## src/rtl/red_pitaya_daisy_pkg.sv

```systemverilog
// Shared daisy-chain link definitions: FSM encoding and training word.
package red_pitaya_daisy_pkg;

  localparam int unsigned DAISY_W     = 16;
  localparam int unsigned DAISY_OFF_W = 4;

  // Word the far-end transmitter sends while training is requested
  localparam logic [DAISY_W-1:0] DAISY_TRAIN_WORD = 16'h00FF;

  typedef enum logic [1:0] {
    ST_IDLE,
    ST_SEARCH,
    ST_CONFIRM,
    ST_LOCKED
  } daisy_state_e;

endpackage

```

## src/rtl/red_pitaya_daisy_bitslip.sv

```systemverilog
// Bit-slip stage: keeps the previous raw word and selects a 16-bit window
// out of {current, previous} at the given offset. The window is available
// combinationally for the aligner FSM and is captured into o_dat on i_load.
module red_pitaya_daisy_bitslip
  import red_pitaya_daisy_pkg::*;
(
  input  logic                   i_clk,
  input  logic                   i_rst,
  input  logic                   i_dv,
  input  logic [DAISY_W-1:0]     i_dat,
  input  logic [DAISY_OFF_W-1:0] i_off,
  input  logic                   i_load,
  output logic [DAISY_W-1:0]     o_aligned_c,
  output logic [DAISY_W-1:0]     o_dat
);

  logic [DAISY_W-1:0]   r_prev;
  logic [2*DAISY_W-1:0] w_cat;

  // Offset d picks bits [d+15:d] of the concatenated pair
  assign w_cat       = {i_dat, r_prev};
  assign o_aligned_c = 16'(w_cat >> i_off);

  // Previous-word history and held output word
  always_ff @(posedge i_clk) begin
    if (i_rst) begin
      r_prev <= '0;
      o_dat  <= '0;
    end else begin
      if (i_dv) begin
        r_prev <= i_dat;
      end
      if (i_load) begin
        o_dat <= o_aligned_c;
      end
    end
  end

endmodule

```

## src/rtl/red_pitaya_daisy_align.sv

```systemverilog
// Daisy-chain RX word aligner and training responder.
// Sweeps the bit-slip offset until TRAIN_WORD is seen LOCK_CNT times in a
// row, then freezes the offset and forwards aligned non-zero payload words.
// Optional mismatch counter while locked in training: DAISY_ALIGN_ERRCNT_EN.
module red_pitaya_daisy_align
  import red_pitaya_daisy_pkg::*;
#(
  parameter logic [15:0] TRAIN_WORD = DAISY_TRAIN_WORD,
  parameter int unsigned LOCK_CNT   = 8,
  parameter int unsigned SLIP_WAIT  = 2
) (
  input  logic        par_clk_i,
  input  logic        par_rst_i,
  input  logic        cfg_en_i,
  input  logic        cfg_train_i,
  input  logic        raw_dv_i,
  input  logic [15:0] raw_dat_i,
  output logic        par_dv_o,
  output logic [15:0] par_dat_o,
  output logic        cfg_trained_o,
  output logic        cfg_fail_o,
  output logic [3:0]  cfg_off_o,
  output logic [15:0] err_cnt_o
);

  daisy_state_e     r_state, w_state_nxt;
  logic [3:0]       r_off, w_off_nxt;
  logic [3:0]       r_wait, w_wait_nxt;
  logic [3:0]       r_sweep, w_sweep_nxt;
  logic [7:0]       r_match, w_match_nxt;
  logic             r_fail, w_fail_nxt;
  logic             r_train_d;
  logic [15:0]      w_aligned;
  logic             w_hit;
  logic             w_fwd;

  red_pitaya_daisy_bitslip u_bitslip (
    .i_clk       (par_clk_i),
    .i_rst       (par_rst_i),
    .i_dv        (raw_dv_i),
    .i_dat       (raw_dat_i),
    .i_off       (r_off),
    .i_load      (w_fwd),
    .o_aligned_c (w_aligned),
    .o_dat       (par_dat_o)
  );

  assign w_hit = (w_aligned == TRAIN_WORD);
  assign w_fwd = cfg_en_i && raw_dv_i && (r_state == ST_LOCKED) &&
                 !cfg_train_i && (w_aligned != 16'h0);

  // Next-state and counter logic; disable overrides every transition
  always_comb begin
    w_state_nxt = r_state;
    w_off_nxt   = r_off;
    w_wait_nxt  = r_wait;
    w_sweep_nxt = r_sweep;
    w_match_nxt = r_match;
    w_fail_nxt  = r_fail;
    case (r_state)
      ST_IDLE: begin
        if (cfg_en_i && cfg_train_i) begin
          w_state_nxt = ST_SEARCH;
          w_off_nxt   = 4'd0;
          w_wait_nxt  = 4'd0;
          w_sweep_nxt = 4'd0;
          w_match_nxt = 8'd0;
          w_fail_nxt  = 1'b0;
        end
      end
      ST_SEARCH: begin
        if (!cfg_train_i) begin
          w_state_nxt = ST_IDLE;
        end else if (raw_dv_i) begin
          if (r_wait != 4'd0) begin
            w_wait_nxt = r_wait - 4'd1;
          end else if (w_hit) begin
            // A candidate ends the current sweep
            w_match_nxt = 8'd1;
            w_sweep_nxt = 4'd0;
            w_state_nxt = (8'(LOCK_CNT) == 8'd1) ? ST_LOCKED : ST_CONFIRM;
          end else begin
            w_off_nxt  = r_off + 4'd1;
            w_wait_nxt = 4'(SLIP_WAIT);
            if (r_sweep == 4'd15) begin
              w_fail_nxt  = 1'b1;
              w_sweep_nxt = 4'd0;
            end else begin
              w_sweep_nxt = r_sweep + 4'd1;
            end
          end
        end
      end
      ST_CONFIRM: begin
        if (!cfg_train_i) begin
          w_state_nxt = ST_IDLE;
        end else if (raw_dv_i) begin
          if (w_hit) begin
            w_match_nxt = r_match + 8'd1;
            if ((r_match + 8'd1) == 8'(LOCK_CNT)) begin
              w_state_nxt = ST_LOCKED;
            end
          end else begin
            w_off_nxt   = r_off + 4'd1;
            w_wait_nxt  = 4'(SLIP_WAIT);
            w_match_nxt = 8'd0;
            w_state_nxt = ST_SEARCH;
          end
        end
      end
      ST_LOCKED: begin
        // Retrain from the frozen offset on a fresh training request
        if (cfg_train_i && !r_train_d) begin
          w_state_nxt = ST_SEARCH;
          w_wait_nxt  = 4'd0;
          w_sweep_nxt = 4'd0;
          w_match_nxt = 8'd0;
        end
      end
      default: begin
        w_state_nxt = ST_IDLE;
      end
    endcase
    if (!cfg_en_i) begin
      w_state_nxt = ST_IDLE;
      w_match_nxt = 8'd0;
      w_fail_nxt  = 1'b0;
    end
  end

  // State, counters and registered status outputs
  always_ff @(posedge par_clk_i) begin
    if (par_rst_i) begin
      r_state       <= ST_IDLE;
      r_off         <= 4'd0;
      r_wait        <= 4'd0;
      r_sweep       <= 4'd0;
      r_match       <= 8'd0;
      r_fail        <= 1'b0;
      r_train_d     <= 1'b0;
      cfg_trained_o <= 1'b0;
      par_dv_o      <= 1'b0;
    end else begin
      r_state       <= w_state_nxt;
      r_off         <= w_off_nxt;
      r_wait        <= w_wait_nxt;
      r_sweep       <= w_sweep_nxt;
      r_match       <= w_match_nxt;
      r_fail        <= w_fail_nxt;
      r_train_d     <= cfg_train_i;
      cfg_trained_o <= (w_state_nxt == ST_LOCKED);
      par_dv_o      <= w_fwd;
    end
  end

  assign cfg_fail_o = r_fail;
  assign cfg_off_o  = r_off;

`ifdef DAISY_ALIGN_ERRCNT_EN
  logic [15:0] r_err;

  // Saturating count of bad training words seen while locked
  always_ff @(posedge par_clk_i) begin
    if (par_rst_i) begin
      r_err <= 16'h0;
    end else if ((w_state_nxt == ST_SEARCH) && (r_state != ST_SEARCH)) begin
      r_err <= 16'h0;
    end else if ((r_state == ST_LOCKED) && cfg_en_i && cfg_train_i &&
                 raw_dv_i && !w_hit && (r_err != 16'hFFFF)) begin
      r_err <= r_err + 16'd1;
    end
  end

  assign err_cnt_o = r_err;
`else
  assign err_cnt_o = 16'h0;
`endif

endmodule

```

## config.mk

```make
export PLATFORM = sky130hd
export DESIGN_NAME = red_pitaya_daisy_align
export DESIGN_NICKNAME = d
export VERILOG_FILES = /design/src/rtl/red_pitaya_daisy_pkg.sv /design/src/rtl/red_pitaya_daisy_bitslip.sv /design/src/rtl/red_pitaya_daisy_align.sv
export SDC_FILE = /design/constraint.sdc
export NUM_CORES = 1
export LEC_CHECK = 0
export CAP_MARGIN = 15
export CORE_MARGIN = 4
export CORE_UTILIZATION = 50
export DETAILED_ROUTE_END_ITERATION = 16
export GPL_TIMING_DRIVEN = 0
export PLACE_DENSITY_LB_ADDON = 0.2
export RECOVER_POWER = 100
export SLEW_MARGIN = 25
export SYNTH_ARGS = -nofsm -noshare
export SYNTH_HDL_FRONTEND = slang
export SYNTH_HIERARCHICAL = 1
export SYNTH_SLANG_ARGS = --single-unit
```

## constraint.sdc

```tcl
create_clock -name par_clk_i -period 3.86 [get_ports par_clk_i]
set_input_delay 0.772 -clock par_clk_i [delete_from_list [all_inputs] [get_ports par_clk_i]]
set_output_delay 0.772 -clock par_clk_i [all_outputs]
set_load 0.005 [all_outputs]
```

# Word level (Yosys, flattened, before mapping)
# Cells that the tools add are included.
[totals] reg_bits=58 in_bits=21 word_cells=105
[classes] addsub=4 eq_ne=17 shifts=1 mux=51 bitwise=1 n_reduce_logical=20
[op_table] cell="$mux 4" count=19
[op_table] cell="$mux 8" count=9
[op_table] cell="$pmux 8 s4" count=1
[op_table] cell="$shr 32x4->16" count=1
[op_table] cell="$pmux 4 s3" count=2
[op_table] cell="$mux 2" count=11
[op_table] cell="$ne 2x2->1 const B" count=9
[op_table] cell="$eq 16x8->1 const B" count=1
[op_table] cell="$pmux 4 s4" count=1
[op_table] cell="$reduce_bool 16->1" count=1
[op_table] cell="$reduce_and 7->1" count=2
[op_table] cell="$reduce_and 6->1" count=2
[op_table] cell="$add 4x1->4 const B" count=2
[op_table] cell="$add 8x1->8 const B" count=1
[op_table] cell="$eq 8x4->1 const B" count=1
[op_table] cell="$pmux 2 s4" count=1
[op_table] cell="$reduce_and 8->1" count=1
[op_table] cell="$eq 2x2->1 const B" count=3
[op_table] cell="$logic_and 1x1->1" count=6
[op_table] cell="$mux 1" count=6
[op_table] cell="$reduce_bool 3->1" count=2
[op_table] cell="$eq 4x4->1 const B" count=1
[op_table] cell="$reduce_bool 4->1" count=1
[op_table] cell="$sub 4x1->4 const B" count=1
[op_table] cell="other kinds (8)" count=9

# Depth between registers and ports, before layout
# Gate-level depths: netlist of run 1.
[logic_depth] depth_word=9 mapped_depth=12 mapped_depth_nobuf=9

# Hierarchy
# Netlist of run 1, hierarchy kept.
[modules_own_cells] module="red_pitaya_daisy_bitslip" n_inst=1 cells_each=173 area_each_um2=2133.3 seq_area_each_um2=640.6
[modules_own_cells] module="red_pitaya_daisy_align" n_inst=1 cells_each=229 area_each_um2=1835.5 seq_area_each_um2=520.5

# Worst setup path after synthesis of run 1
# OpenSTA, ideal clock, no wires.
[synth_timing] path_type="input -> register" from="input raw_dat_i[1]" to="register r_match[6]" arrival_time_ns=3.046 required_time_ns=3.772 slack_ns=0.726 stages=10 path_buffers=1 path_cell_list="mux4_1 -> mux2i_1 -> mux2i_1 -> nor4_4 -> nand4_2 -> nor2_4 -> and3b_1 -> buf_4 -> a41oi_1 -> a311oi_2"
[synth_via] elab_chain_len=6 elab_cells_between_ends=8 classes_between="eq/ne (2); shift (1); mux (4); reduce/logical (1)"
[synth_lines] element="start, declared" line_no="red_pitaya_daisy_align.sv:17" source="input logic [15:0] raw_dat_i,"
[synth_lines] element="$shr 32x4->16 (*)" line_no="red_pitaya_daisy_bitslip.sv:22" source="assign o_aligned_c = 16'(w_cat >> i_off);"
[synth_lines] element="named net w_aligned[9]" line_no="red_pitaya_daisy_align.sv:33" source="logic [15:0] w_aligned;"
[synth_lines] element="$eq 16x8->1 (*)" line_no="red_pitaya_daisy_align.sv:48" source="assign w_hit = (w_aligned == TRAIN_WORD);"
[synth_lines] element="$mux 8" line_no="red_pitaya_daisy_align.sv:98" source="if (w_hit) begin"
[synth_lines] element="$mux 8" line_no="red_pitaya_daisy_align.sv:97" source="end else if (raw_dv_i) begin"
[synth_lines] element="$mux 8" line_no="red_pitaya_daisy_align.sv:95" source="if (!cfg_train_i) begin"
[synth_lines] element="$pmux 8 s4" line_no="red_pitaya_daisy_align.sv:60" source="case (r_state)"
[synth_lines] element="end signal, assigned" line_no="red_pitaya_daisy_align.sv:148" source="r_match <= w_match_nxt;"
[synth_lines] element="end, declared" line_no="red_pitaya_daisy_align.sv:30" source="logic [7:0] r_match, w_match_nxt;"
# The timed path passes the listed nets; every way through them passes the cells marked *. The select of a mux whose other input is x is not followed.
# A chain may end at the register's enable or synchronous reset.

# Final worst setup path of run 1
[layout_timing] from="input raw_dat_i[1]" to="register u_bitslip.o_dat[14]"
[layout_via] elab_chain_len=3
[layout_lines] element="$shr 32x4->16" line_no="red_pitaya_daisy_bitslip.sv:22"
[layout_lines] element="named net w_aligned[11]" line_no="red_pitaya_daisy_align.sv:33"
[layout_lines] element="$reduce_bool 16->1" line_no="red_pitaya_daisy_align.sv:50" source="!cfg_train_i && (w_aligned != 16'h0);"
[layout_lines] element="$logic_and 1x1->1" line_no="red_pitaya_daisy_align.sv:50"
[layout_lines] element="named net w_fwd" line_no="red_pitaya_daisy_align.sv:35" source="logic w_fwd;"
[layout_lines] element="end signal, assigned" line_no="red_pitaya_daisy_bitslip.sv:34" source="o_dat <= o_aligned_c;"
[layout_lines] element="end, declared" line_no="red_pitaya_daisy_bitslip.sv:14" source="output logic [DAISY_W-1:0] o_dat"
# The timed path passes the listed nets, and every way through them passes these cells.

==> impl_metrics.yaml, run 1 <==
status:
  status: "finished clean"
die:
  initial_core_util_pct: 51.4
  io_pins: 60
  fp-row-count: 32
  die-width_um: 97.1
  core_um2: 7730
  die_h_um: 97.1
  die-area_um2: 9430
setup_path:
  startpoint_type: "input pin"
  crit_path_max_fanout: 10
  cp-end-kind: "flop"
  crit_required_ns: 4.09
  worstPathArrival_ns: 3.92
  timing.rr.start: "cfg_off_o[2]$_SDFFE_PP0P_"
  reg2reg_slack_ns: 0.29
  critPathKind: "in -> reg"
  reg2reg_depth: 12
  r2r-end: "u_bitslip/o_dat[14]$_SDFFE_PP0P_"
sta:
  setup_viol: 0
  period_share_pct: 95.5
  skew_ns: 0.0106
  hold_violations: 0
  tns_ns: 0
  rsz0062_at_grt: "no"
  drv_slew: 0
  timing.hold.ws_ns: 0.487
  slew-limit-headroom_pct: 58.6
  tightest_slew_ns: 0.619
  min_period_ns: 3.69
  fmax_mhz: 271
synth:
  yosysTopAreaCell: "dfxtp_1"
  synth_warnings: 6
  syn_area_per_cell_um2: 9.87
  yosys_most_used_dff: "dfxtp_1"
  synthArstFlopShare_pct: 0
  post-synth-top-area-fraction_pct: 29.3
  synth_edf_count: 0
  synth.area.top_cells: "dfxtp_1, mux2i_1, mux4_2"
  syn-cell-area_um2: 3970
  postSynthCellCount: 402
  seq_area_frac_synth_pct: 29.3
  yosys_register_bits: 58
  synth_cell_types: 65
job:
  drv_cap: 0
route:
  via_count: 3361
  drc: 0
  drt_wl_total_mm: 9.31
  avgViaCountPerCell: 5.82
  wire_per_inst_um: 16.1
  ant_nets: 0
  drt_pass1_iterations: 4
  drt_iter0_drc: 197
global_routing:
  grt_overflow: 0
  grt_pass1_wl_mm: 15.2
  track_usage_pct: 19.4
  grt_pass1_vias: 3145
  antenna_found_initial: 0
  grt_start_max_net_pins: 17
cells_and_area:
  design_area_um2: 4850
  fin_cells: 577
  drive_gt1_share_pct: 19.2
  num_antenna_cells: 0
  fin_util_pct: 62.8
  fin_nets: 501
  synthToLayoutAreaGrowth_pct: 22.2
place:
  postPlaceCellArea_um2: 4570
  io_buffers: 42
  hpwl_mm: 6.79
  placed_cells: 561
  place_congestion: 0.876
min_path:
  holdPathEnd: "u_bitslip/r_prev[3]$_SDFFE_PP0P_"
  hold_depth: 2
  hold_start: "u_bitslip/r_prev[3]$_SDFFE_PP0P_"
  hp-class: "reg -> reg"
cts:
  clk_path_buf_depth: 2
  postCtsSetupBuffers: 0
  clk_latency_ns: 0.33
  clk_pin_slew_worst_paths_ns: 0.06
  cts_sinks: 58
  htreeDepth: 3
  clockRootBuffer: "clkbuf_8"
  cts_hold_buf: 0
  numCtsBuffers: 9
  cts_tree: "done"
power:
  ir_drop_uv: 201
  power_density_nw_per_um2: 276
  p_leak_nw: 1.88
[logic make-up after synthesis]
kind of cell | count (synthesis) | synth area share [%]
AO/OA/AOI/OAI | 87 | 15.9
flip-flops | 58 | 29.3
AND/OR/NAND/NOR | 125 | 18.3
XOR/XNOR | 2 | 0.441
other | 1 | 0.0945
buffers and inverters | 48 | 7.09
multiplexers | 71 | 25.8
adder cells (fa/ha/maj) | 10 | 3.15
[area by class of cell]
class	instances	area, um^2
fill	664	2880
sequential	58	1160
buffer	41	258
clock inverter	2	10.0
multi-input combinational	311	2670
tap	102	128
inverter	7	26.3
clock buffer	14	173
timing repair buffer	42	420
[stage by stage]
step	power [mW]	setup WS, ns
finish	1.34	0.173
global route	1.40	0.0280
CTS	1.34	0.0171
detailed placement	0.821	-0.382
global placement	0.818	-0.329
floorplan	0.762	0.726
[synth_stat cells, drive strengths merged, types with 3 or more instances]
master and instances:
a311oi 6, nand2 23, buf 29, clkbuf 12, nor4 4, and3 6
o21bai 10, o221ai 6, a221oi 10, nand2b 9, nor2b 4, nor3 7
ha 10, and2 4, nor2 33, or3b 7, and4 3, nand3 7
or3 5, nand4 5, inv 7, mux2i 52, mux4 19, o21ai 10
a21oi 24, dfxtp 58
[report_power, final]
part,internal [mW],switching (mW)
clock,0.284,0.230
sequential,0.611,0.0110
combinational,0.0945,0.106
total,0.989,0.347
[sequential cells by signal, summed over array words and instances, names as in the netlist]
register          count
cfg_fail_o            1
cfg_off_o             4
cfg_trained_o         1
par_dv_o              1
r_match               8
r_state               2
r_sweep               4
r_train_d             1
r_wait                4
u_bitslip/o_dat      16
u_bitslip/r_prev     16
[worst max-delay path, stage by stage]
cell	delay, ns
clkdlybuf4s50_1	0.50
mux4_2	0.56
mux2i_2	0.29
mux2i_1	0.17
nor4_4	0.32
nand4_1	0.18
nor4bb_1	0.22
clkbuf_1	0.22
and2_1	0.20
clkbuf_2	0.20
a221oi_1	0.28
[worst max-delay path by stage]
stage / from / depth (start not counted) / end / slack [ns]
after global routing: raw_dat_i[0] / 11 / u_bitslip/o_dat[0]$_SDFFE_PP0P_ / 0.03
final: raw_dat_i[1] / 11 / u_bitslip/o_dat[14]$_SDFFE_PP0P_ / 0.17
after global placement: raw_dat_i[1] / 11 / u_bitslip/o_dat[13]$_SDFFE_PP0P_ / -0.33
after detailed placement: raw_dat_i[1] / 11 / u_bitslip/o_dat[12]$_SDFFE_PP0P_ / -0.38
after floorplan: raw_dat_i[1] / 10 / r_match[6]$_SDFFE_PP0P_ / 0.73
after CTS: raw_dat_i[1] / 11 / u_bitslip/o_dat[12]$_SDFFE_PP0P_ / 0.02
[layout by cell type, fill, tap and decap left out, types with 12 or more instances in the layout]
cell type        netlist  layout
dfxtp_1               58      58
mux2i_1               47      37
nor2_1                32      32
dlygate4sd3_1          0      24
nand2_1               23      23
a21oi_1               23      23
buf_4                 18      18
clkdlybuf4s50_1        0      18
conb_1                 1      16
mux4_2                11      13
clkbuf_1              12      12
clkbuf_8               0      12
[per-layer routing]
layer  GRT usage, %  wire, um
met3           2.87       421
met5              0         0
met2           30.3      4310
met4           6.48        72
met1           27.6      4510
[repair_timing]
item,CTS,global route
endpoints found under the setup margin,10,20
pin swaps,0,0
resized for setup,1,27
(Power assumes the default switching activity.)
==> run 2: changes to the inputs <==
--- a/config.mk
+++ b/config.mk
@@ -7,7 +7,7 @@
 export LEC_CHECK = 0
 export CAP_MARGIN = 15
 export CORE_MARGIN = 4
-export CORE_UTILIZATION = 50
+export CORE_UTILIZATION = 23
 export DETAILED_ROUTE_END_ITERATION = 16
 export GPL_TIMING_DRIVEN = 0
 export PLACE_DENSITY_LB_ADDON = 0.2
==> impl_metrics.yaml, run 2 (synthesis results as in run 1) <==
route:
  avgViaCountPerCell: 4.72
  ant_nets: 0
  drt_iter0_drc: 116
  drt_wl_total_mm: 10.9
  drt_pass1_iterations: 4
  via_count: 3293
  wire_per_inst_um: 15.6
  drc: 0
cells_and_area:
  drive_gt1_share_pct: 20.3
  fillers: 1736
  num_antenna_cells: 0
  reg_top3: "u_bitslip/o_dat x16, u_bitslip/r_prev x16, r_match x8"
  final_cell_mix: "dfxtp_1, mux2i_1, nor2_1"
  fin_cells: 697
  design_area_um2: 5190
  mostFrequentLayoutCell: "dfxtp_1"
  fin_nets: 503
  fin_util_pct: 31.0
  synthToLayoutAreaGrowth_pct: 30.8
die:
  io_pins: 60
  core_um2: 16800
  die_h_um: 139
  initial_core_util_pct: 23.7
  die-area_um2: 19400
  fp-row-count: 47
  die-width_um: 139
setup_path:
  crit_chain: "clkdlybuf4s50_1, mux4_2, mux2i_4, mux2i_1, nor4_4, nand4_2, nor2_4, and3b_1, buf_4, a41oi_1, a311oi_2"
  worst-path-buf-inv: 2
  cp_slowest_cell: "mux4_2"
  worstPathArrival_ns: 3.94
  startpoint_type: "input pin"
  crit_path_max_fanout: 8
  timing.rr.start: "cfg_off_o[2]$_SDFFE_PP0P_"
  r2r-end: "r_match[6]$_SDFFE_PP0P_"
  reg2reg_depth: 12
  reg2reg_slack_ns: 0.30
  crit_required_ns: 4.10
  max_stage_delay_ns: 0.58
  critPathKind: "in -> reg"
  cp-end-kind: "flop"
  crit_family: "simple AND/OR/NAND/NOR gates"
global_routing:
  grt_overflow: 0
  grt_start_max_net_pins: 17
  antenna_found_initial: 0
  grt_pass1_wl_mm: 17.8
  track_usage_pct: 11.2
  grt_pass1_vias: 3298
cts:
  clk_path_buf_depth: 2
  htreeDepth: 3
  cts_sinks: 58
  clockRootBuffer: "clkbuf_16"
  clk_pin_slew_worst_paths_ns: 0.06
  cts_tree: "done"
  clk_latency_ns: 0.33
  numCtsBuffers: 9
power:
  p_total_mw: 1.73
  power_density_nw_per_um2: 334
  p_leak_nw: 1.96
  ir_drop_uv: 163
sta:
  fmax_mhz: 270
  period_share_pct: 96.0
  tightest_slew_ns: 0.681
  setup_viol: 0
  slew-limit-headroom_pct: 54.6
  min_period_ns: 3.70
  drv_slew: 0
  hold_violations: 0
  skew_ns: 0.00636
  timing.hold.ws_ns: 0.495
  rsz0062_at_grt: "yes"
min_path:
  holdPathEnd: "r_sweep[3]$_SDFFE_PP0P_"
  hold_depth: 2
  hold_start: "r_sweep[3]$_SDFFE_PP0P_"
  hp-class: "reg -> reg"
place:
  placed_cells: 679
  place_congestion: 0.819
  postPlaceCellArea_um2: 4720
  hpwl_mm: 8.12
  io_buffers: 42
job:
  drv_cap: 0
status:
  status: "finished clean"
-- run 2: cell count changes in the layout (fill, tap and decap cells not counted), sizes merged --
cell,before,now
clkinv,2,1
buf,28,31
clkbuf,27,24
clkinvlp,0,1
bufinv,0,2
-- run 2: where the power goes --
| part | switching [mW] | internal, mW |
|---|---|---|
| Combinational | 0.109 | 0.0962 |
| Sequential | 0.0111 | 0.611 |
| Clock | 0.289 | 0.617 |
-- run 2: metal layers --
layer	vias up	share of wire, %	wire [um]	GRT usage, %
li1	1647	-	-	-
met1	1570	50	5400	15.4
met2	64	46	4990	17.6
met3	12	3.2	349	2.16
met4	0	1.4	151	3.91
met5	-	0	0	0
-- run 2: repair_timing --
| action | CTS | global route |
|---|---|---|
| buffers inserted | 0 | 2 |
| hold buffers | 0 | 0 |
| setup endpoints to repair | 16 | 22 |
| resized for setup | 10 | 16 |
-- run 2: worst min-delay path, cell delays in order, from the launching register on --
cell	delay, ns
dfxtp_1	0.33
nand2_1	0.06
a21oi_1	0.06
-- run 2: metrics by stage --
step | setup slack (ns) | setup TNS [ns]
global route | -0.0371 | -0.0632
CTS | 0.0239 | 0
detailed placement | -0.499 | -9.95
floorplan | 0.726 | 0
finish | 0.156 | 0
global placement | -0.401 | -7.42
-- run 2: area by class of cell --
cell class	count	area, um^2	area share (%)
Clock buffer	12	267	5.13
Tap cell	220	275	5.30
Sequential cell	58	1160	22.4
Clock inverter	4	72.6	1.40
Buffer	41	258	4.96
Multi-Input combinational cell	311	2700	52.0
Timing Repair Buffer	44	435	8.39
Inverter	7	26.3	0.506
-- run 2: worst max-delay path by stage --
stage / start / endpoint / depth (start not counted)
floorplan: raw_dat_i[1] / r_match[6]$_SDFFE_PP0P_ / 10
global placement: raw_dat_i[1] / u_bitslip/o_dat[13]$_SDFFE_PP0P_ / 11
detailed placement: raw_dat_i[1] / u_bitslip/o_dat[12]$_SDFFE_PP0P_ / 11
CTS: raw_dat_i[1] / u_bitslip/o_dat[12]$_SDFFE_PP0P_ / 11
global route: raw_dat_i[1] / r_match[2]$_SDFFE_PP0P_ / 11
finish: raw_dat_i[1] / r_match[6]$_SDFFE_PP0P_ / 11
==> run 3: changes to the inputs <==
--- a/config.mk
+++ b/config.mk
@@ -15,5 +15,4 @@
 export SLEW_MARGIN = 25
 export SYNTH_ARGS = -nofsm -noshare
 export SYNTH_HDL_FRONTEND = slang
-export SYNTH_HIERARCHICAL = 1
 export SYNTH_SLANG_ARGS = --single-unit
==> impl_metrics.yaml, run 3 <==
die:
  die-area_um2: 20500
  die-width_um: 143
  io_pins: 60
  core_um2: 18000
  fp-row-count: 49
  initial_core_util_pct: 23.4
  die_h_um: 143
cts:
  clk_pin_slew_worst_paths_ns: 0.06
  numCtsBuffers: 9
  clk_path_buf_depth: 2
  cts_hold_buf: 0
  clockRootBuffer: "clkbuf_16"
  cts_sinks: 58
  htreeDepth: 3
  postCtsSetupBuffers: 0
  cts_tree: "done"
  clk_latency_ns: 0.34
  cts_resized: 0
sta:
  hold_violations: 0
  tns_ns: 0
  drv_slew: 0
  slew-limit-headroom_pct: 47.1
  skew_ns: 0.00551
  setup_viol: 0
  rsz0062_at_grt: "no"
  fmax_mhz: 273
  min_period_ns: 3.66
  tightest_slew_ns: 0.792
  period_share_pct: 94.8
  fin_ws_ns: 0.202
route:
  drt_pass1_iterations: 5
  drc: 0
  drt_iter0_drc: 247
  ant_nets: 0
  via_count: 3591
  drt_wl_total_mm: 11.9
  avgViaCountPerCell: 4.78
  wire_per_inst_um: 15.9
synth:
  synth_top_family_by_area: "multiplexers"
  yosys.area_share.adder_pct: 3.27
  synthSimpleGateAreaFrac_pct: 17.4
  yosys_most_used_dff: "dfxtp_1"
  synth.area.top_cells: "dfxtp_1, mux2i_1, mux4_2"
  seq_area_frac_synth_pct: 27.6
  synth_warnings: 0
  yosysMostFrequentCell: "dfxtp_1"
  syn_area_per_cell_um2: 9.37
  post-synth-top-area-fraction_pct: 27.6
  synthArstFlopShare_pct: 0
  netlist_top_cells_count: "dfxtp_1, mux2i_1, nor2_1"
  syn-cell-area_um2: 4210
  synth_edf_count: 0
  synth-compound-area-share_pct: 15.8
  synth_cell_types: 66
  yosys_register_bits: 58
  yosysTopAreaCell: "dfxtp_1"
  synth-xor-area-share_pct: 0.416
  postSynthCellCount: 449
  synth.area.mux_share_pct: 27.0
global_routing:
  grt_pass1_vias: 3423
  antenna_found_initial: 0
  grt_overflow: 0
  track_usage_pct: 11.8
  grt_pass1_wl_mm: 18.9
  grt_start_max_net_pins: 12
place:
  placed_cells: 735
  io_buffers: 42
  hpwl_mm: 9.36
  postPlaceCellArea_um2: 4970
  place_worst_setup_slack_ns: -0.220
  place_congestion: 0.819
cells_and_area:
  fillers: 1886
  synthToLayoutAreaGrowth_pct: 24.9
  mostFrequentLayoutCell: "dfxtp_1"
  drive_gt1_share_pct: 17.0
  reg_top3: "u_bitslip.o_dat x16, u_bitslip.r_prev x16, r_match x8"
  fin_cells: 751
  design_area_um2: 5260
  final_cell_mix: "dfxtp_1, mux2i_1, nor2_1"
  fin_nets: 549
  num_antenna_cells: 0
power:
  power_density_nw_per_um2: 306
  clock_power_share_pct: 47.0
  p_total_mw: 1.61
  power.switching_uw: 442
  p_seq_share_pct: 39.0
  ir_drop_uv: 185
  switching_share_pct: 27.5
  p_leak_nw: 2.11
  p_int_mw: 1.16
  p_comb_share_pct: 14.1
setup_path:
  endpoint: "r_match[1]$_SDFFE_PP0P_"
  critPathKind: "in -> reg"
  cp-startpoint: "raw_dat_i[4]"
  startpoint_type: "input pin"
  reg2reg_slack_ns: 0.54
  reg2reg_depth: 9
  crit_required_ns: 4.09
  worstPathArrival_ns: 3.88
  cp-end-kind: "flop"
  r2r-end: "r_match[1]$_SDFFE_PP0P_"
  timing.rr.start: "cfg_off_o[2]$_SDFFE_PP0P_"
  crit_path_max_fanout: 7
job:
  drv_cap: 0
status:
  status: "finished clean"
min_path:
  hp-class: "reg -> reg"
run 3: layout make-up:
| class | count | area (um^2) | share of cell area, % |
|---|---|---|---|
| multi-input combinational | 351 | 2760 | 52.4 |
| timing repair buffer | 42 | 420 | 8.00 |
| tap | 229 | 287 | 5.45 |
| sequential | 58 | 1160 | 22.1 |
| inverter | 11 | 41.3 | 0.786 |
| clock inverter | 6 | 42.5 | 0.809 |
| clock buffer | 10 | 239 | 4.55 |
| buffer | 44 | 309 | 5.88 |
run 3: power by group through the flow:
stage | Sequential (mW) | Combinational [mW] | Clock [mW]
6_report | 0.626 | 0.226 | 0.755
5_1_grt | 0.628 | 0.247 | 0.799
4_1_cts | 0.625 | 0.225 | 0.781
3_5_place_dp | 0.638 | 0.224 | 0
3_3_place_gp | 0.638 | 0.223 | 0
2_1_floorplan | 0.633 | 0.152 | 0
run 3: cell families (layout without fill, tap and decap cells):
| kind of cell | Yosys count | after routing |
|---|---|---|
| buffers and inverters | 55 | 113 |
| adder cells (fa/ha/maj) | 11 | 11 |
| multiplexers | 83 | 83 |
| flip-flops | 58 | 58 |
| AO/OA/AOI/OAI | 93 | 93 |
| AND/OR/NAND/NOR | 146 | 146 |
| other | 1 | 16 |
| XOR/XNOR | 2 | 2 |
run 3: through the flow:
step | hold slack [ns] | util, %
finish | 0.450 | 29.3
CTS | 0.458 | 29.2
floorplan | 0.441 | -
global placement | 0.455 | 27.7
global route | 0.482 | 29.3
detailed placement | 0.450 | 27.7
run 3: worst min-delay path by stage:
| stage | startpoint | to | slack (ns) | cells past startpoint |
|---|---|---|---|---|
| 2_1_floorplan | r_match[7]$_SDFFE_PP0P_ | r_match[7]$_SDFFE_PP0P_ | 0.44 | 1 |
| 3_3_place_gp | r_match[7]$_SDFFE_PP0P_ | r_match[7]$_SDFFE_PP0P_ | 0.45 | 1 |
| 3_5_place_dp | u_bitslip.o_dat[9]$_SDFFE_PP0P_ | u_bitslip.o_dat[9]$_SDFFE_PP0P_ | 0.45 | 2 |
| 4_1_cts | u_bitslip.o_dat[9]$_SDFFE_PP0P_ | u_bitslip.o_dat[9]$_SDFFE_PP0P_ | 0.46 | 2 |
| 5_1_grt | u_bitslip.o_dat[14]$_SDFFE_PP0P_ | u_bitslip.o_dat[14]$_SDFFE_PP0P_ | 0.48 | 2 |
| 6_report | u_bitslip.o_dat[9]$_SDFFE_PP0P_ | u_bitslip.o_dat[9]$_SDFFE_PP0P_ | 0.45 | 2 |
run 3: metal layers:
layer  wire length (um)  GRT usage, %  vias up
met1               5780          16.4     1704
met4                168          4.21        0
met2               5290          17.8       90
met5                  0             0        -
met3                703          2.98       10
li1                   -             -     1787
run 3: critical path, stage by stage:
cell and delay [ns]:
clkdlybuf4s50_1 0.52, mux4_2 0.54, mux2i_2 0.29, nand3_1 0.11
a222oi_1 0.48, nand3_2 0.27, o21ai_2 0.34, a31oi_2 0.25
a22o_1 0.31
